--- src/rtl/rf_wb_arbiter.sv ---
// rf_wb_arbiter: shares the register-file write port (we3/wa3/wd3) between
// NREQ writeback requesters. It uses round-robin valid/ready arbitration and
// a one-cycle registered output stage. Writes to register 0 complete the
// handshake but are never issued. The block also keeps a saturating count of
// committed writes.
//
// Optional feature: define RF_WB_FWD_EN to add the read-port forwarding
// outputs fwd_rd1/fwd_rd2. These bypass the write in the output stage.
module rf_wb_arbiter #(
    parameter int NREQ = 3,
    parameter int AW   = 5,
    parameter int DW   = 32
) (
    input  logic               clk,
    input  logic               reset,
`ifdef RF_WB_FWD_EN
    input  logic [AW-1:0]      ra1,
    input  logic [AW-1:0]      ra2,
    input  logic [DW-1:0]      rf_rd1,
    input  logic [DW-1:0]      rf_rd2,
    output logic [DW-1:0]      fwd_rd1,
    output logic [DW-1:0]      fwd_rd2,
`endif
    input  logic [NREQ-1:0]    req_valid,
    input  logic [NREQ*AW-1:0] req_addr,
    input  logic [NREQ*DW-1:0] req_data,
    output logic [NREQ-1:0]    req_ready,
    input  logic               stall,
    input  logic               flush,
    output logic               rf_we,
    output logic [AW-1:0]      rf_wa,
    output logic [DW-1:0]      rf_wd,
    output logic [15:0]        wr_count
);

    localparam int PW = (NREQ > 1) ? $clog2(NREQ) : 1;

    logic [PW-1:0]   rr_ptr;
    logic [PW-1:0]   grant_idx;
    logic [NREQ-1:0] grant;
    logic            xfer;
    logic [AW-1:0]   win_addr;
    logic [DW-1:0]   win_data;

    // (base + off) mod NREQ, for off in 0..NREQ.
    function automatic logic [PW-1:0] wrap_idx(input logic [PW-1:0] base, input int off);
        int sum;
        sum = int'(base) + off;
        if (sum >= NREQ) sum = sum - NREQ;
        return PW'(sum);
    endfunction

    // Round-robin search starting at rr_ptr. Stall, flush or reset block every grant.
    always_comb begin
        // NOTE: every output of this block gets a default first, so no path leaves a latch.
        grant     = '0;
        grant_idx = '0;
        xfer      = 1'b0;
        if (!reset && !stall && !flush) begin
            for (int k = 0; k < NREQ; k++) begin
                if (!xfer && req_valid[wrap_idx(rr_ptr, k)]) begin
                    grant_idx        = wrap_idx(rr_ptr, k);
                    grant[grant_idx] = 1'b1;
                    xfer             = 1'b1;
                end
            end
        end
    end

    assign req_ready = grant;
    assign win_addr  = req_addr[grant_idx*AW +: AW];
    assign win_data  = req_data[grant_idx*DW +: DW];

    // Pointer moves to one past the winner. It holds when nothing transfers.
    always_ff @(posedge clk or posedge reset) begin
        // NOTE: sequential state uses non-blocking assignments only, so every flop samples pre-edge values.
        if (reset) begin
            rr_ptr <= '0;
        end else if (xfer) begin
            rr_ptr <= wrap_idx(grant_idx, 1);
        end
    end

    // Output stage: register the winning write. An address of 0 never asserts we.
    always_ff @(posedge clk or posedge reset) begin
        if (reset) begin
            rf_we <= 1'b0;
            rf_wa <= '0;
            rf_wd <= '0;
        end else begin
            rf_we <= xfer && (win_addr != '0);
            if (xfer) begin
                rf_wa <= win_addr;
                rf_wd <= win_data;
            end
        end
    end

    // Count each cycle a write is issued. The count saturates instead of wrapping.
    always_ff @(posedge clk or posedge reset) begin
        if (reset) begin
            wr_count <= '0;
        end else if (rf_we && (wr_count != 16'hFFFF)) begin
            wr_count <= wr_count + 16'd1;
        end
    end

`ifdef RF_WB_FWD_EN
    // Bypass the write in the output stage to the read ports. Register 0 is never forwarded.
    always_comb begin
        fwd_rd1 = (rf_we && (ra1 == rf_wa) && (ra1 != '0)) ? rf_wd : rf_rd1;
        fwd_rd2 = (rf_we && (ra2 == rf_wa) && (ra2 != '0)) ? rf_wd : rf_rd2;
    end
`endif

endmodule

--- config.mk ---
export PLATFORM = sky130hd
export DESIGN_NAME = rf_wb_arbiter
export DESIGN_NICKNAME = d
export VERILOG_FILES = /design/src/rtl/rf_wb_arbiter.sv
export SDC_FILE = /design/constraint.sdc
export NUM_CORES = 1
export LEC_CHECK = 0
export BUFFER_PORTS_ARGS = -buffer_cell sky130_fd_sc_hd__buf_2
export CAP_MARGIN = 25
export CORE_MARGIN = 1
export CORE_UTILIZATION = 45
export CTS_CLUSTER_DIAMETER = 60
export CTS_CLUSTER_SIZE = 28
export DETAILED_ROUTE_END_ITERATION = 10
export GPL_TIMING_DRIVEN = 0
export PLACE_DENSITY = 0.8
export SYNTH_ARGS = -nofsm -noshare
export SYNTH_HDL_FRONTEND = slang
export SYNTH_SLANG_ARGS = --single-unit
--- constraint.sdc ---
create_clock -name clk -period 3.3 [get_ports clk]
set_clock_uncertainty 0.2 [all_clocks]
set_input_delay 0.165 -clock clk [delete_from_list [all_inputs] [get_ports clk]]
set_output_delay 0.165 -clock clk [all_outputs]
set_load 0.1 [all_outputs]
==> results of run 1 <==
## flip-flops by register name, summed over array words and instances, names as in the netlist
| register | flops |
|---|---|
| rf_wa | 5 |
| rf_wd | 32 |
| rf_we | 1 |
| wr_count | 16 |
| rr_ptr | 2 |
## metal layers
| metal | GRT usage, % | routed length, um | share of wire (%) |
|---|---|---|---|
| met1 | 36.1 | 4440 | 41 |
| met2 | 49.3 | 5350 | 50 |
| met3 | 4.08 | 678 | 6.3 |
| met4 | 12.5 | 314 | 2.9 |
| met5 | 0 | 0 | 0 |
## worst max-delay path by stage
| stage | start | end | slack, ns | cells after the start |
|---|---|---|---|---|
| 2_1_floorplan | rr_ptr[0] | req_ready[1] | 0.08 | 9 |
| 3_3_place_gp | rr_ptr[0] | req_ready[2] | 0.43 | 10 |
| 6_report | rr_ptr[0] | req_ready[2] | 0.21 | 10 |
| 3_5_place_dp | rr_ptr[0] | req_ready[2] | 0.42 | 10 |
| 5_1_grt | rr_ptr[0] | req_ready[0] | 0.03 | 9 |
| 4_1_cts | rr_ptr[0] | req_ready[2] | 0.06 | 10 |
## cells by family after synthesis
logic type | after synthesis | synth area share [%]
compound gates | 142 | 31.6
flops | 56 | 43.0
fa+ha+maj | 7 | 2.57
buf+inv | 35 | 5.45
mux | 2 | 0.652
xor+xnor | 12 | 3.22
simple gates | 97 | 13.5
## power by group
part           total (mW)  leakage [nW]  internal [mW]  switching, mW
clock               0.387        0.0445          0.152          0.235
combinational        3.45          1.58          0.740           2.71
sequential           1.11         0.655          0.947          0.165
## layout make-up
| class | instances | share of cell area [%] |
|---|---|---|
| Sequential cell | 56 | 29.9 |
| Timing Repair Buffer | 206 | 25.9 |
| Inverter | 7 | 0.560 |
| Clock buffer | 5 | 1.47 |
| Buffer | 27 | 3.15 |
| Clock inverter | 3 | 0.453 |
| Tap cell | 96 | 2.56 |
| Multi-Input combinational cell | 260 | 36.1 |
## worst max-delay path: stages, from the launching register on
cell and delay (ns):
dfrtp_1 0.42, inv_1 0.12, ha_1 0.27, buf_2 0.26, mux2i_1 0.23, and3_1 0.17, a31oi_1 0.04, o21ai_1 0.25
a22oi_1 0.15, a21oi_2 0.16, clkbuf_4 0.34
## per-stage QoR
step | std cells | power, mW | area [um^2] | utilization, % | worst slack, ns
floorplan | 351 | 3.90 | 3270 | - | 0.0841
finish | 660 | 4.95 | 4690 | 68.0 | 0.213
CTS | 661 | 4.95 | 4690 | 67.9 | 0.0565
global route | 660 | 5.18 | 4690 | 68.0 | 0.0305
detailed placement | 621 | 4.53 | 4280 | 62.0 | 0.422
global placement | 620 | 4.48 | 4260 | 61.7 | 0.431
## what timing repair did
| item | CTS | global route |
|---|---|---|
| setup endpoints to repair | 0 | 3 |
| gates resized for setup | 0 | 5 |
| endpoints found under the hold margin | 49 | 0 |
| hold buffers | 32 | 0 |
## cell usage in the layout (no fill, tap or decap), types with 3 or more instances in the layout
cell / synthesis / final
o21ai_0: 7 / 6
and2_1: 3 / 3
a21oi_1: 41 / 40
dfrtp_1: 56 / 56
buf_1: 4 / 4
clkbuf_8: 0 / 5
nor2_1: 51 / 50
nand2b_1: 3 / 3
xnor2_1: 8 / 8
ha_1: 5 / 5
dlygate4sd3_1: 0 / 32
nand3_1: 7 / 7
and3_1: 6 / 6
a31oi_1: 7 / 7
nor3_1: 5 / 4
clkbuf_1: 7 / 6
buf_4: 5 / 6
xor2_1: 4 / 4
nand2_1: 13 / 13
a22oi_1: 36 / 36
a22o_1: 36 / 36
buf_2: 10 / 180
inv_1: 6 / 5
==> impl_metrics.tcl, run 1 <==
set metrics [dict create \
    grt_pass1_vias 3589 \
    max_freq_ghz 0.324 \
    synth_nets 474 \
    critPathKind "reg2out" \
    nFillCells 607 \
    num_vias 3721 \
    tritoncts "built" \
    min_path_cells 3 \
    die_y_um 87.1 \
    fin_nets 686 \
    grt_max_degree 39 \
    r2r_setup_slack_ns 0.44 \
    synth.distinct_cells 47 \
    wl_per_cell_um 16.3 \
    io_pins 175 \
    yosysSeqAreaShare_pct 43.0 \
    cp.required_ns 2.93 \
    drive_gt1_share_pct 37.4 \
    drt_iter0_drc 233 \
    cts-buffers-inserted 5 \
    syn_to_final_growth_pct 43.9 \
    routed_via_density 5.64 \
    synth_most_common_cell "dfrtp_1" \
    synthCells 351 \
    ys_top_cells_by_count "56 x dfrtp_1, 51 x nor2_1, 41 x a21oi_1" \
    ant_nets 0 \
    clockBufferDepth 2 \
    post-cts-setup-buffers 0 \
    syn_area_um2 3260 \
    crit_fanout 10 \
    synth_edf_count 0 \
    whs_endpoint "rf_wd[16]" \
    reg2reg_depth 9 \
    num_rows 30 \
    synth_seq_cells 56 \
    post-route-min-period_ns 3.09 \
    start_util_pct 47.2 \
    gr-usage-all-layers_pct 28.7 \
    clockRootBuffer "clkbuf_8" \
    coreArea_um2 6910 \
    cp.arrival_ns 2.72 \
    peakVddDrop_v 0.000580 \
    grt_pass1_wl_mm 16.9 \
    period_share_pct 93.5 \
    r2r_start "rr_ptr[0]" \
    yosys.area.top_type "dfrtp_1" \
    dp_hpwl_mm 7.70 \
    insertedDiodeCount 0 \
    ys.warnings.count 0 \
    htreeDepth 2 \
    hold_class "in2reg" \
    whs_ns 0.0186 \
    cp-end-kind "primary output" \
    hold_violations 0 \
    wl_mm 10.8 \
    p_leak_nw 2.28 \
    clkTransAtPathRegs_ns 0.11 \
    multi_input_area_um2 1690 \
    die_x_um 87.1 \
    rsz0062_at_grt "no" \
    cap_violations 0 \
    synth-async-reset-ratio_pct 100 \
    powerDensity_nw_per_um2 1060 \
    hold_start "req_data[16]" \
    start_kind "register" \
    tns_ns 0 \
    dr.pass1.iters 6 \
    place_congestion 0.857 \
    synth_flop_cell "dfrtp_1" \
    avgSynthCellArea_um2 9.29 \
    slew_violations 0 \
    max-slew-margin-rel_pct 51.1 \
    dieArea_um2 7590 \
    max_slew.worst_pin.slew_ns 0.727 \
    grt_antenna_before_repair 0 \
    io_buffers 173 \
    grt_overflow 0 \
    synth_top_area_share_pct 43.0 \
    clock_latency_ns 0.31 \
    status "finished, final reports clean" \
    cts_sinks 56 \
    synth_area_leaders "dfrtp_1 43%, a22o_1 9.7%, a22oi_1 8.3%" \
    drcViolationCount 0 \
    setup_viol_count_final 0 \
    register_area_um2 1400 \
    r2r_end "rf_wd[4]" \
]
Power figures use the tool's default switching activity.
==> run 2, diff against run 1 <==
Settings changed: BUFFER_PORTS_ARGS -buffer_cell sky130_fd_sc_hd__buf_2 to -buffer_cell sky130_fd_sc_hd__clkbuf_2, CTS_CLUSTER_DIAMETER 60 to unset.
==> impl_metrics.tcl, run 2 (synthesis gave the netlist of run 1 again) <==
set metrics [dict create \
    status "finished with violations" \
    violations "hold timing" \
    crit_family "buffers and inverters" \
    layout_common_cells "170 x clkbuf_2, 56 x dfrtp_1, 50 x nor2_1" \
    drcViolationCount 0 \
    max_freq_ghz 0.325 \
    wl_per_cell_um 16.2 \
    clockBufferDepth 2 \
    post-route-min-period_ns 3.08 \
    coreArea_um2 6910 \
    crit_buf_inv 3 \
    powerDensity_nw_per_um2 1060 \
    reg_top3 "rf_wd (32), wr_count (16), rf_wa (5)" \
    setup_viol_count_final 0 \
    die_y_um 87.1 \
    clkTransAtPathRegs_ns 0.10 \
    drive_gt1_share_pct 37.5 \
    max_slew.worst_pin.slew_ns 0.792 \
    drt_iter0_drc 180 \
    cap_violations 0 \
    netSwitchingPower_mw 3.12 \
    io_buffers 173 \
    die_x_um 87.1 \
    intPower_mw 1.83 \
    grt_overflow 0 \
    htreeDepth 2 \
    peakVddDrop_v 0.000683 \
    start_util_pct 47.2 \
    clock_latency_ns 0.31 \
    num_vias 3688 \
    critPathKind "reg2out" \
    clockPowerShare_pct 7.8 \
    cp.required_ns 2.93 \
    crit_fanout 10 \
    routed_via_density 5.60 \
    comb_power_share_pct 69.5 \
    wl_mm 10.7 \
    slew_violations 0 \
    hold_class "in2reg" \
    hold_violations 1 \
    syn_to_final_growth_pct 43.6 \
    cts-buffers-inserted 5 \
    period_share_pct 93.3 \
    insertedDiodeCount 0 \
    cpMaxStageDelayCell "dfrtp_1" \
    grt_pass1_wl_mm 16.7 \
    rsz0062_at_grt "no" \
    dp_hpwl_mm 7.80 \
    io_pins 175 \
    cts_sinks 56 \
    gr-usage-all-layers_pct 28.4 \
    dieArea_um2 7590 \
    ant_nets 0 \
    whs_ns -0.0126 \
    start_kind "register" \
    p_leak_nw 2.30 \
    final_util_pct 67.8 \
    place_congestion 0.862 \
    cp_cell_sequence "inv_1, ha_1, buf_2, mux2i_1, and3_1, a31oi_1, o21ai_1, a22oi_1, a21oi_2, clkbuf_4" \
    dr.pass1.iters 8 \
    cp.arrival_ns 2.71 \
    cp-end-kind "primary output" \
    tritoncts "built" \
    largest_register_ffs 32 \
    clockRootBuffer "clkbuf_8" \
    top_register "rf_wd" \
    total_power_mw 4.95 \
    sw_frac_of_total_pct 63.0 \
    grt_pass1_vias 3511 \
    power_frac_seq_pct 22.8 \
    fin_nets 685 \
    grt_antenna_before_repair 0 \
    final_common_cell "clkbuf_2" \
    grt_max_degree 39 \
    max_stage_delay_ns 0.42 \
    tns_ns 0 \
    num_rows 30 \
    max-slew-margin-rel_pct 46.8 \
    post-cts-setup-buffers 0 \
]
[run 2: cell types whose count changed in the layout (fill, tap and decap cells not counted)]
cell,previous run,this run
clkbuf_4,2,3
dlygate4sd3_1,32,31
buf_2,180,10
clkbuf_2,0,170
buf_4,6,5
[run 2: metal layers]
layer / vias to the layer above / share of wire, % / global-route usage, %
met5: - / 0 / 0
met4: 0 / 1.2 / 7.45
met3: 14 / 7.9 / 4.45
met2: 213 / 50 / 50.5
met1: 1728 / 41 / 36.1
li1: 1733 / - / -
[run 2: worst paths after layout]
path	to	start	slack, ns	cells past startpoint
min in group asynchronous	rf_wd[15]	reset	0.22	3
worst max-delay path	req_ready[2]	rr_ptr[0]	0.22	10
worst max register to register	rf_wd[4]	rr_ptr[0]	0.45	10
max in group asynchronous	rf_wd[5]	reset	2.13	4
worst min-delay path	rf_wd[28]	req_data[28]	-0.01	3
worst min register to register	wr_count[6]	wr_count[6]	0.32	1
[run 2: final cells by class]
class / count / area [um^2]
clock buffer: 5 / 68.8
sequential: 56 / 1400
clock inverter: 3 / 21.3
inverter: 7 / 26.3
multi-input combinational: 260 / 1690
fill: 614 / 2220
buffer: 27 / 148
timing repair buffer: 205 / 1200
tap: 96 / 120
[run 2: through the flow]
| step | cells | setup slack [ns] | hold WS [ns] | cell area [um^2] |
|---|---|---|---|---|
| detailed placement | 621 | 0.378 | 0.0103 | 4280 |
| finish | 659 | 0.223 | -0.0126 | 4680 |
| global route | 659 | 0.0277 | 0.0118 | 4680 |
| floorplan | 351 | 0.0841 | 0.115 | 3270 |
| CTS | 660 | 0.0202 | 0.00150 | 4680 |
| global placement | 620 | 0.410 | 0.219 | 4260 |
[run 2: power by group through the flow]
stage | Combinational, mW | Sequential [mW] | Clock, mW
final | 3.44 | 1.13 | 0.384
after global routing | 3.60 | 1.16 | 0.426
after CTS | 3.43 | 1.12 | 0.396
after detailed placement | 3.40 | 1.13 | 0
after global placement | 3.35 | 1.12 | 0
after floorplan | 0.945 | 2.96 | 0
[run 2: repair_timing]
action	in CTS	in global routing
setup endpoints to repair	0	3
endpoints found under the hold margin	48	0
hold buffers	31	0
gates resized for setup	0	7
[run 2: worst register-to-register path, cell delays in order, from the launching register on]
cell	delay, ns
dfrtp_1	0.39
inv_1	0.09
ha_1	0.53
nor3b_1	0.25
o21bai_1	0.11
a21boi_2	0.23
buf_4	0.22
buf_2	0.28
a22o_1	0.17
a22oi_1	0.09
a21oi_1	0.20
==> run 3, diff against run 2 <==
--- a/constraint.sdc
+++ b/constraint.sdc
@@ -3,3 +3,3 @@
 set_input_delay 0.165 -clock clk [delete_from_list [all_inputs] [get_ports clk]]
 set_output_delay 0.165 -clock clk [all_outputs]
-set_load 0.1 [all_outputs]
+set_load 0.01 [all_outputs]
==> impl_metrics.tcl, run 3 (synthesis gave the netlist of run 1 again) <==
set metrics [dict create \
    status "finished, final reports clean" \
    gr-usage-all-layers_pct 27.1 \
    slew_violations 0 \
    fin_nets 690 \
    layout_setup_ws_ns 0.279 \
    cp_cell_sequence "inv_1, ha_1, buf_2, mux2i_1, and3_1, a31oi_1, o21ai_0, a22oi_1, a21oi_1, clkbuf_2" \
    rsz0062_at_grt "no" \
    cp-end-kind "primary output" \
    crit_fanout 10 \
    insertedDiodeCount 0 \
    total_power_mw 3.15 \
    clockBufferDepth 2 \
    largest_register_ffs 32 \
    num_rows 30 \
    wl_mm 10.5 \
    cts_sinks 56 \
    start_util_pct 47.2 \
    cap_violations 0 \
    post-route-min-period_ns 3.02 \
    cts-buffers-inserted 5 \
    die_y_um 87.1 \
    drive_gt1_share_pct 36.6 \
    cp.required_ns 2.93 \
    clkTransAtPathRegs_ns 0.10 \
    ant_nets 0 \
    place_ws_ns 0.625 \
    routed_via_density 5.50 \
    place_congestion 0.844 \
    die_x_um 87.1 \
    dp_hpwl_mm 7.48 \
    clockRootBuffer "clkbuf_8" \
    peakVddDrop_v 0.000357 \
    max_freq_ghz 0.331 \
    syn_to_final_growth_pct 44.3 \
    cts_resized 0 \
    setup_viol_count_final 0 \
    dr.pass1.iters 5 \
    cpMaxStageDelayCell "dfrtp_1" \
    critPathKind "reg2out" \
    powerDensity_nw_per_um2 670 \
    grt_max_degree 35 \
    grt_pass1_wl_mm 16.1 \
    layout_common_cells "173 x clkbuf_2, 56 x dfrtp_1, 51 x nor2_1" \
    final_common_cell "clkbuf_2" \
    max_stage_delay_ns 0.42 \
    dieArea_um2 7590 \
    htreeDepth 2 \
    start_kind "register" \
    grt_overflow 0 \
    post-cts-setup-buffers 0 \
    reg_top3 "rf_wd (32), wr_count (16), rf_wa (5)" \
    coreArea_um2 6910 \
    tns_ns 0 \
    grt_antenna_before_repair 0 \
    num_vias 3653 \
    max-slew-margin-rel_pct 39.6 \
    stdcell_count 664 \
    grt_pass1_vias 3528 \
    io_buffers 173 \
    clock_latency_ns 0.31 \
    cts_hold_buffers 35 \
    drt_iter0_drc 191 \
    design_area_um2 4710 \
    hold_class "in2reg" \
    top_register "rf_wd" \
    drcViolationCount 0 \
    place_area_um2 4270 \
    p_leak_nw 2.32 \
    period_share_pct 91.6 \
    hold_violations 0 \
    max_slew.worst_pin.slew_ns 0.899 \
    cp.arrival_ns 2.66 \
    tritoncts "built" \
    placed_cells 621 \
    wl_per_cell_um 15.8 \
    io_pins 175 \
]
run 3: critical path, delay by kind of cell, from the launching register on:
kind                       cells  cell delay (ns)
muxes                          1             0.23
DFF                            1             0.42
adders and majority gates      1             0.26
AOI/OAI and AO/OA              4             0.74
buffers and inverters          3             0.50
and+or+nand+nor                1             0.18
run 3: area by class of cell:
cell class | instances | area (um^2)
fillers | 608 | 2200
multi-input cells | 260 | 1680
flip-flops and latches | 56 | 1400
repair buffers | 209 | 1240
plain buffers | 28 | 151
well taps | 96 | 120
clock buffers | 5 | 68.8
inverters | 7 | 26.3
clock inverters | 3 | 21.3
run 3: path summary, 6_finish.rpt:
| path | from | endpoint | slack (ns) | cells past startpoint |
|---|---|---|---|---|
| worst max register to register | rr_ptr[1] | rf_wd[4] | 0.56 | 10 |
| worst min register to register | wr_count[6] | wr_count[6] | 0.32 | 1 |
| max in group asynchronous | reset | wr_count[1] | 2.10 | 4 |
| min in group asynchronous | reset | rf_wd[18] | 0.24 | 3 |
| worst max-delay path | rr_ptr[0] | req_ready[2] | 0.28 | 10 |
| worst min-delay path | req_addr[13] | rf_wa[3] | 0.03 | 3 |
run 3: through the flow:
step                hold slack (ns)  util (%)
floorplan                     0.115         -
global placement              0.222      61.5
detailed placement           0.0407      61.8
CTS                          0.0187      68.2
global route                 0.0248      68.2
finish                       0.0258      68.2
run 3: routing by layer:
layer | vias up | wire length (um) | global-route usage, %
met5 | - | 0 | 0
met4 | 0 | 172 | 9.39
met3 | 19 | 667 | 4.55
met2 | 191 | 5390 | 50.9
met1 | 1701 | 4260 | 30.9
li1 | 1742 | - | -
run 3: where the power goes:
part,internal [mW],switching (mW),total [mW],leakage (nW)
combinational,0.737,0.910,1.65,1.62
sequential,0.947,0.176,1.12,0.655
clock,0.151,0.233,0.384,0.0445
total,1.84,1.32,3.15,2.32
